--- src/rtl/pipe_pkg.sv ---
// rtl/pipe_pkg.sv - slice mode constants and occupancy sizing for the register chain
package pipe_pkg;

    localparam int MODE_FWD  = 0;
    localparam int MODE_BWD  = 1;
    localparam int MODE_FULL = 2;

    // A full slice holds up to two beats; the others hold one.
    function automatic int occ_width(input int depth, input int mode);
        int cap;
        cap = (mode == MODE_FULL) ? 2 * depth : depth;
        return $clog2(cap + 1);
    endfunction

endpackage

--- src/rtl/pipe_slice.sv ---
// rtl/pipe_slice.sv - one valid/ready register slice: forward, skid, or skid feeding forward
module pipe_slice
    import pipe_pkg::*;
#(
    parameter int L    = 8,
    parameter int MODE = MODE_FULL
) (
    input  logic         clk,
    input  logic         rst,
    input  logic         flush,
    input  logic         in_valid,
    input  logic [L-1:0] in_data,
    output logic         in_ready,
    output logic         out_valid,
    output logic [L-1:0] out_data,
    input  logic         out_ready,
    output logic [1:0]   held
);

    logic         sv;
    logic         v;
    logic         mid_valid;
    logic         mid_ready;
    logic [L-1:0] mid_data;

    if (MODE != MODE_FWD) begin : g_skid
        logic [L-1:0] sd;

        always_ff @(posedge clk or negedge rst) begin
            if (!rst) begin
                sv <= 1'b0;
                sd <= '0;
            end else if (flush) begin
                sv <= 1'b0;
            end else if (in_valid && !sv && !mid_ready) begin
                sv <= 1'b1;
                sd <= in_data;
            end else if (mid_ready && sv) begin
                sv <= 1'b0;
            end
        end

        assign in_ready  = ~sv;
        assign mid_valid = in_valid | sv;
        assign mid_data  = sv ? sd : in_data;
    end else begin : g_no_skid
        assign sv        = 1'b0;
        assign in_ready  = mid_ready;
        assign mid_valid = in_valid;
        assign mid_data  = in_data;
    end

    if (MODE != MODE_BWD) begin : g_fwd
        logic [L-1:0] d;

        always_ff @(posedge clk or negedge rst) begin
            if (!rst) begin
                v <= 1'b0;
                d <= '0;
            end else if (flush) begin
                v <= 1'b0;
            end else if (mid_ready) begin
                v <= mid_valid;
                if (mid_valid) begin
                    d <= mid_data;
                end
            end
        end

        assign mid_ready = out_ready | ~v;
        assign out_valid = v;
        assign out_data  = d;
    end else begin : g_no_fwd
        assign v         = 1'b0;
        assign mid_ready = out_ready;
        assign out_valid = mid_valid;
        assign out_data  = mid_data;
    end

    assign held = {sv & v, sv ^ v};

endmodule

--- src/rtl/pipe_chain.sv ---
// rtl/pipe_chain.sv - DEPTH register slices in series with flush and occupancy count
module pipe_chain
    import pipe_pkg::*;
#(
    parameter  int L     = 8,
    parameter  int DEPTH = 2,
    parameter  int MODE  = MODE_FULL,
    localparam int OW    = occ_width(DEPTH, MODE)
) (
    input  logic          clk,
    input  logic          rst,
    input  logic          flush,
    input  logic          valid_f,
    input  logic [L-1:0]  data_f,
    output logic          ready_f,
    output logic          valid_b,
    output logic [L-1:0]  data_b,
    input  logic          ready_b,
    output logic [OW-1:0] occupancy
);

    // Index i is the input of slice i; index DEPTH is the chain output.
    logic         valid [DEPTH+1];
    logic         ready [DEPTH+1];
    logic [L-1:0] data  [DEPTH+1];
    logic [1:0]   held  [DEPTH];

    assign valid[0]     = valid_f;
    assign data[0]      = data_f;
    assign ready_f      = ready[0];
    assign valid_b      = valid[DEPTH];
    assign data_b       = data[DEPTH];
    assign ready[DEPTH] = ready_b;

    for (genvar i = 0; i < DEPTH; i++) begin : g_slice
        pipe_slice #(
            .L    (L),
            .MODE (MODE)
        ) u_slice (
            .clk       (clk),
            .rst       (rst),
            .flush     (flush),
            .in_valid  (valid[i]),
            .in_data   (data[i]),
            .in_ready  (ready[i]),
            .out_valid (valid[i+1]),
            .out_data  (data[i+1]),
            .out_ready (ready[i+1]),
            .held      (held[i])
        );
    end

    always_comb begin
        occupancy = '0;
        for (int i = 0; i < DEPTH; i++) begin
            occupancy = occupancy + OW'(held[i]);
        end
    end

endmodule

--- config.mk ---
export PLATFORM = sky130hd
export DESIGN_NAME = pipe_chain
export DESIGN_NICKNAME = d
export VERILOG_FILES = /design/src/rtl/pipe_pkg.sv /design/src/rtl/pipe_slice.sv /design/src/rtl/pipe_chain.sv
export SDC_FILE = /design/constraint.sdc
export NUM_CORES = 1
export LEC_CHECK = 0
export ABC_AREA = 0
export CAP_MARGIN = 20
export CORE_ASPECT_RATIO = 0.7
export CORE_MARGIN = 1.5
export CORE_UTILIZATION = 45
export DETAILED_ROUTE_END_ITERATION = 8
export PLACE_DENSITY_LB_ADDON = 0.12
export SLEW_MARGIN = 30
export SYNTH_ARGS = -nofsm -noshare
export SYNTH_HDL_FRONTEND = slang
export SYNTH_SLANG_ARGS = --single-unit
export TNS_END_PERCENT = 50
--- constraint.sdc ---
create_clock -name clk -period 1.6 [get_ports clk]
set_input_delay 0.16 -clock clk [delete_from_list [all_inputs] [get_ports clk]]
set_output_delay 0.16 -clock clk [all_outputs]
set_load 0.02 [all_outputs]
# After elaboration in Yosys (flattened, before gate mapping)
# Cells that the tools add are included.
# totals
register_bits,36
inputBits,13
output_inout_bits,13
elab_cells,52
# op_classes
add_sub_neg,1
mux,12
n_bitwise,13
reduce_logical,18
# ops
cell,count
$mux W8,2
$mux W1,10
$logic_and A1 B1 Y1,6
$reduce_and A3 Y1,2
$reduce_bool A3 Y1,2
$not A1 Y1,5
$logic_not A1 Y1,4
$or A1 B1 Y1,4
$reduce_and A2 Y1,2
$reduce_bool A2 Y1,2
$add A2 B2 Y3,1
$and A1 B1 Y1,2
$xor A1 B1 Y1,2

# Logic depth before layout (Yosys ltp)
# Gate-level depths: netlist of run 1.
# depth
depth_word,6
depth_mapped,4
ltp_nobuf,3

# Cells and area by module
# A second synthesis of run 1 with hierarchy kept.
# unflattened
cells_unflattened,111
area_unflattened_um2,1692.9
# modules_own_cells
mod,n_inst,cells_per_inst,area_each_um2,seq_area_each_um2
pipe_slice,2,52,820.8,450.4
pipe_chain,1,7,51.3,0.0

# Least setup slack after synthesis of run 1
# OpenSTA, ideal clock, no wires.
# synth_timing
path_type,register to output
start,register g_slice[1].u_slice.v
end,output port occupancy[1]
t_arrival_ns,1.578
t_required_ns,1.440
path_slack_ns,-0.138
stages_incl_launch_ff,4
path_buffers,0
cell_sequence,dfrtp_1 ha_1 ha_1 fa_1
# synth_via
elab_chain_len,2
elab_cells_between_ends,3
cone_classes,add/sub: 1; bitwise: 2
# synth_lines
element,line_no,rtl
"start, declared",pipe_slice.sv:21,logic v;
"start signal, assigned",pipe_slice.sv:63,v <= mid_valid;
$xor A1 B1 Y1 or $and A1 B1 Y1 (tied branches),pipe_slice.sv:80,"assign held = {sv & v, sv ^ v};"
$add A2 B2 Y3 *,pipe_chain.sv:56,occupancy = occupancy + OW'(held[i]);
"end, declared",pipe_chain.sv:19,output logic [OW-1:0] occupancy
# Mark *: on every way between the ends. The rest lies on a longest branch, timed or not.

# Final worst setup path of run 1
# Same ends and word-level chain as after synthesis.

==> impl_metrics.csv, run 1 <==
group,metric,value,unit
timing,slew_headroom,69.3,%
placed_design,place_inst,190,
critical_path,arrival,1.75,ns
drt,wl,3.01,mm
outcome,violations,"setup timing",
layout,multi_input_area,787,sq um
die,core-area,0.00360,sq mm
yosys,ys_async_sr_fraction,100,%
power,finalPower,2320,uW
timing,grt_setup_unrepaired,"true",
layout,seqCellArea,905,sq um
critical_path,cp-end-kind,"output port",
yosys,synthFlopType,"dfrtp_1",
timing,timing.final.ws_setup,-0.307,ns
critical_path,crit_fanout,2,
power,ir_drop,819,uV
drt,drtAntennaViolNets,0,
clocking,clock-sinks,36,
outcome,outcome,"finished with violations",
timing,holdWs,0.284,ns
global_route,grtUsageTotal,16.9,%
layout,post-route-util,62.3,%
global_route,overflow,0,
power,p_int,1700,uW
yosys,netlist_instances,114,
drt,vias,986,
die,rows,18,
clocking,clockBufferDepth,2,
die,die-width,77.1,microns
critical_path,setup.worst_path.start_class,"flop",
timing,finClkSkew,0.00397,ns
global_route,grt_max_degree,37,
yosys,syn-cell-area,0.00173,sq mm
critical_path,worstSetupPathType,"reg -> out",
yosys,syn_avg_cell_area,15.2,sq um
critical_path,required,1.44,ns
layout,nets,164,
layout,drive_gt1_share,56.8,%
die,dieHeight,54.9,microns
drt,drc,0,
clocking,htree_levels,2,
clocking,cts_tree,"done",
layout,syn_to_final_growth,29.6,%
power,power_frac_comb,22.6,%
min_path,hp-class,"in -> async",
die,die-area,0.00424,sq mm
power,p_per_area,1030,mW/mm^2
power,leakage,0.000987,uW
drt,dr.pass1.iters,3,
global_route,antenna_found_initial,0,
timing,max_freq,0.524,GHz
timing,timing.final.crit_share,119,%
placed_design,placed_area,0.00214,sq mm
global_route,grt_pass1_vias,1052,
layout,fin_cells,198,
yosys,ys.warnings.count,0,
drt,routed_via_density,4.98,
yosys,ys_seq_area_share,52.0,%
placed_design,dp_hpwl,2.20,mm
die,num_io_pins,26,
timing,setup_viol,6,
placed_design,port_buffers,25,
timing,worstMarginPinSlew,0.460,ns
yosys,ys_types,18,
clocking,clk_pin_slew,0.07,ns
clocking,root_buffer,"clkbuf_8",
yosys,synth-edff-count,0,
die,initial_utilization,48.1,%
clocking,cts_made_buffers,5,
drt,wl_per_cell,15.2,microns
layout,antenna_cells,0,
layout,final_cell_area,0.00224,sq mm
placed_design,finalWeightedCongestion,0.771,
power,p_sw_share,26.5,%
timing,fin_crit,1.91,ns
layout,fillCellCount,289,
power,power_frac_clock,28.4,%
power,p_sw,615,uW
power,seqPwrFrac,49.0,%
timing,timing_hold_violations_final,0,
yosys,syn_nets,131,
timing,drv_slew,0,
yosys,synth_seq_cells,36,
global_route,grt_pass1_wl,5.12,mm
clocking,cts_setup_buffers,0,
flow_run,max_cap_violations,0,
clocking,hold_buffers,0,
drt,drtIter0Drc,26,
clocking,clkLatencyLatePin,0.28,ns
cell families after synthesis:
logic type	share of synthesized area [%]
AND/OR/NAND/NOR	6.86
flip-flops	52.0
buffers and inverters	4.84
multiplexers	31.2
AO/OA/AOI/OAI	1.73
adder cells (fa/ha/maj)	3.32
through the flow:
step / TNS [ns] / worst slack [ns]
floorplan: -0.00950 / -0.00950
global placement: -1.30 / -0.467
detailed placement: -2.05 / -0.479
CTS: -0.509 / -0.322
global route: -1.13 / -0.352
finish: -0.447 / -0.307
cell usage after synthesis (2+ instances only):
| cell type | instances | share of area, % |
|---|---|---|
| a21oi_1 | 2 | 0.58 |
| ha_1 | 3 | 2.2 |
| mux2_2 | 48 | 31 |
| dfrtp_1 | 36 | 52 |
| buf_4 | 10 | 4.3 |
| nor2_1 | 3 | 0.65 |
cells in the final DEF (no fill, tap or decap), types with 2 or more instances in the layout:
cell	count
mux2_2	48
clkbuf_8	6
buf_6	3
dfrtp_2	3
a21oi_1	2
ha_4	3
nor2_1	3
clkdlybuf4s50_1	20
dfrtp_1	33
clkinv_2	2
buf_4	7
buf_12	4
final timing paths:
kind	from	endpoint	slack (ns)	cells after the start
worst max-delay path	g_slice[1].u_slice.out_valid$_DFFE_PN0P_	occupancy[1]	-0.31	4
worst min-delay path	rst	g_slice[0].u_slice.g_skid.sd[5]$_DFFE_PN0P_	0.28	2
worst max register to register	g_slice[0].u_slice.sv$_DFFE_PN0P_	g_slice[0].u_slice.out_data[4]$_DFFE_PN0P_	0	5
worst min register to register	g_slice[0].u_slice.g_skid.sd[4]$_DFFE_PN0P_	g_slice[0].u_slice.g_skid.sd[4]$_DFFE_PN0P_	0.50	1
max in group asynchronous	rst	g_slice[1].u_slice.sv$_DFFE_PN0P_	0.95	2
min in group clk	g_slice[0].u_slice.g_skid.sd[4]$_DFFE_PN0P_	g_slice[0].u_slice.g_skid.sd[4]$_DFFE_PN0P_	0.50	1
repair_timing:
item | in CTS | in global routing
gates resized for setup | 18 | 4
gates cloned | 0 | 0
endpoints found under the setup margin | 12 | 28
endpoints found under the hold margin | 0 | 0
pin swaps | 2 | 0
power groups by stage:
stage	clock network [uW]	logic, uW	registers, uW
2_1_floorplan	0	386	1130
3_3_place_gp	0	518	1140
3_5_place_dp	0	533	1150
4_1_cts	688	534	1140
5_1_grt	735	563	1160
6_report	659	523	1140
worst max-delay path: stages (launching register included):
cell	delay, ns
dfrtp_2	0.43
ha_4	0.25
ha_4	0.15
fa_2	0.52
buf_6	0.11
layer usage:
metal / wire length, microns / global-route usage (%)
met1: 1330 / 19.2
met2: 1520 / 29.2
met3: 88 / 6.39
met4: 69 / 7.88
met5: 0 / 0
cell type report:
class	count	share of cell area, %
flip-flops and latches	36	40.3
multi-input cells	66	35.1
repair buffers	37	17.5
clock buffers	6	3.68
well taps	50	2.79
clock inverters	2	0.446
inverters	1	0.167
sequential cells by signal (all words and copies together) (netlist names):
| register | flops |
|---|---|
| g_slice.u_slice.sv | 2 |
| g_slice.u_slice.g_skid.sd | 16 |
| g_slice.u_slice.out_valid | 2 |
| g_slice.u_slice.out_data | 16 |
Note: power is estimated with default switching activity, not from simulation.
==> inputs of run 2 (changes only) <==
- CORE_UTILIZATION: 45 -> 48
==> run 2 against run 1 <==
Effect of this change: the flow still finishes with violations (setup timing); worst setup slack lost 0.0069 ns; final area is 0.50% higher; sequential power about the same; clock skew rose by 0.0020 ns; maximum frequency decreased by 0.36%; clock-buffer cell count is 1 higher; register-to-register slack gained 0.02 ns; critical path type unchanged; largest cell class unchanged; highest routed layer unchanged.
==> impl_metrics.csv, run 2 (same netlist as run 1, synthesis figures left out) <==
group,metric,value,unit
outcome,outcome,"finished with violations",
outcome,violations,"setup timing",
power,p_per_area,1010,mW/mm^2
drt,wl_per_cell,14.8,microns
layout,syn_to_final_growth,30.2,%
drt,wl,2.95,mm
critical_path,arrival,1.75,ns
timing,setup_viol,2,
timing,max_freq,0.522,GHz
layout,fin_cells,199,
layout,final_cell_mix,"48 x mux2_2, 33 x dfrtp_1, 20 x clkdlybuf4s50_1, 7 x buf_4",
drt,dr.pass1.iters,3,
clocking,cts_tree,"done",
timing,finClkSkew,0.00598,ns
die,rows,18,
die,die-width,74.8,microns
drt,vias,989,
placed_design,port_buffers,25,
critical_path,required,1.44,ns
timing,fin_crit,1.91,ns
critical_path,crit_slowest_cell,"fa_2",
global_route,overflow,0,
power,ir_drop,654,uV
critical_path,setup.worst_path.start_class,"flop",
placed_design,finalWeightedCongestion,0.747,
layout,layout_commonest_cell,"mux2_2",
placed_design,place_inst,190,
die,initial_utilization,49.6,%
clocking,hold_buffers,0,
timing,worstMarginPinSlew,0.320,ns
critical_path,worstSetupPathType,"reg -> out",
power,leakage,0.000989,uW
global_route,grt_max_degree,37,
timing,grt_setup_unrepaired,"true",
placed_design,place_ws,-0.481,ns
critical_path,crit_chain,"ha_4 > ha_4 > fa_2 > buf_6",
clocking,cts_made_buffers,5,
critical_path,path_common_cell,"ha_4",
critical_path,cpPeakStageDelay,0.52,ns
clocking,clkLatencyLatePin,0.29,ns
clocking,clockBufferDepth,2,
die,num_io_pins,26,
global_route,antenna_found_initial,0,
timing,drv_slew,0,
drt,drtAntennaViolNets,0,
timing,timing.final.crit_share,120,%
global_route,grtUsageTotal,17.4,%
clocking,clock-sinks,36,
drt,routed_via_density,4.97,
drt,drtIter0Drc,9,
flow_run,max_cap_violations,0,
critical_path,cp-end-kind,"output port",
timing,setup_tns,-0.474,ns
layout,nets,165,
timing,holdWs,0.244,ns
layout,drive_gt1_share,56.4,%
placed_design,dp_hpwl,2.11,mm
die,dieHeight,53.3,microns
timing,timing.final.ws_setup,-0.314,ns
clocking,htree_levels,2,
global_route,grt_pass1_wl,4.80,mm
min_path,hp-class,"in -> async",
layout,antenna_cells,0,
die,core-area,0.00349,sq mm
clocking,clk_pin_slew,0.07,ns
global_route,grt_pass1_vias,1005,
die,die-area,0.00398,sq mm
clocking,root_buffer,"clkbuf_8",
drt,drc,0,
timing,slew_headroom,78.6,%
timing,timing_hold_violations_final,0,
power,finalPower,2270,uW
critical_path,crit_fanout,2,
[run 2: cell count changes in the layout (fill, tap and decap cells not counted)]
cell / change
buf_12: +1
clkbuf_1: +2
clkbuf_8: -1
clkinv_2: -1
nor2_1: -1
nor2_2: +1
[run 2: worst paths after layout]
check	startpoint	end	slack, ns	cells after the start
worst max-delay path	g_slice[0].u_slice.sv$_DFFE_PN0P_	occupancy[1]	-0.31	4
worst min-delay path	rst	g_slice[0].u_slice.out_data[1]$_DFFE_PN0P_	0.24	2
worst max register to register	g_slice[1].u_slice.sv$_DFFE_PN0P_	g_slice[0].u_slice.g_skid.sd[5]$_DFFE_PN0P_	0.02	5
worst min register to register	g_slice[0].u_slice.g_skid.sd[5]$_DFFE_PN0P_	g_slice[0].u_slice.g_skid.sd[5]$_DFFE_PN0P_	0.50	1
max in group asynchronous	rst	g_slice[1].u_slice.out_valid$_DFFE_PN0P_	1.17	2
min in group clk	g_slice[0].u_slice.g_skid.sd[5]$_DFFE_PN0P_	g_slice[0].u_slice.g_skid.sd[5]$_DFFE_PN0P_	0.50	1
[run 2: timing repair]
action	in CTS	in global routing
hold endpoints to repair	0	0
resized for setup	17	6
pin swaps	2	2
setup buffers	0	1
endpoints found under the setup margin	12	28
[run 2: per-stage QoR]
stage                     instance area [sq um]  util [%]
after global routing                       2250      64.6
after detailed placement                   2150      61.5
final                                      2250      64.6
after CTS                                  2230      63.8
after floorplan                            1780         -
after global placement                     2150      61.5
[run 2: layout make-up]
type / instances / area [sq um]
clock buffers: 7 / 76.3
clock inverters: 1 / 5.00
fillers: 260 / 1240
inverters: 1 / 3.75
multi-input cells: 66 / 790
flip-flops and latches: 36 / 905
well taps: 50 / 62.6
repair buffers: 38 / 413
[run 2: critical path, delay by kind of cell, from the launching register on]
family | cells | cell delay (ns)
adder cells (fa/ha/maj) | 3 | 0.93
flip-flops | 1 | 0.42
buffers and inverters | 1 | 0.11
[run 2: where the power goes]
part           internal (uW)  switching, uW  leakage (uW)
logic                    312            215      0.000491
registers               1050           80.9      0.000456
clock network            305            304     0.0000422
total                   1670            600      0.000989
[run 2: per-layer routing]
metal	track usage, %	vias to the layer above	part of all wire (%)
met5	0	-	0
li1	-	465	-
met4	5.45	0	1.4
met3	7.43	5	4.1
met1	20.7	501	44
met2	28.9	18	51
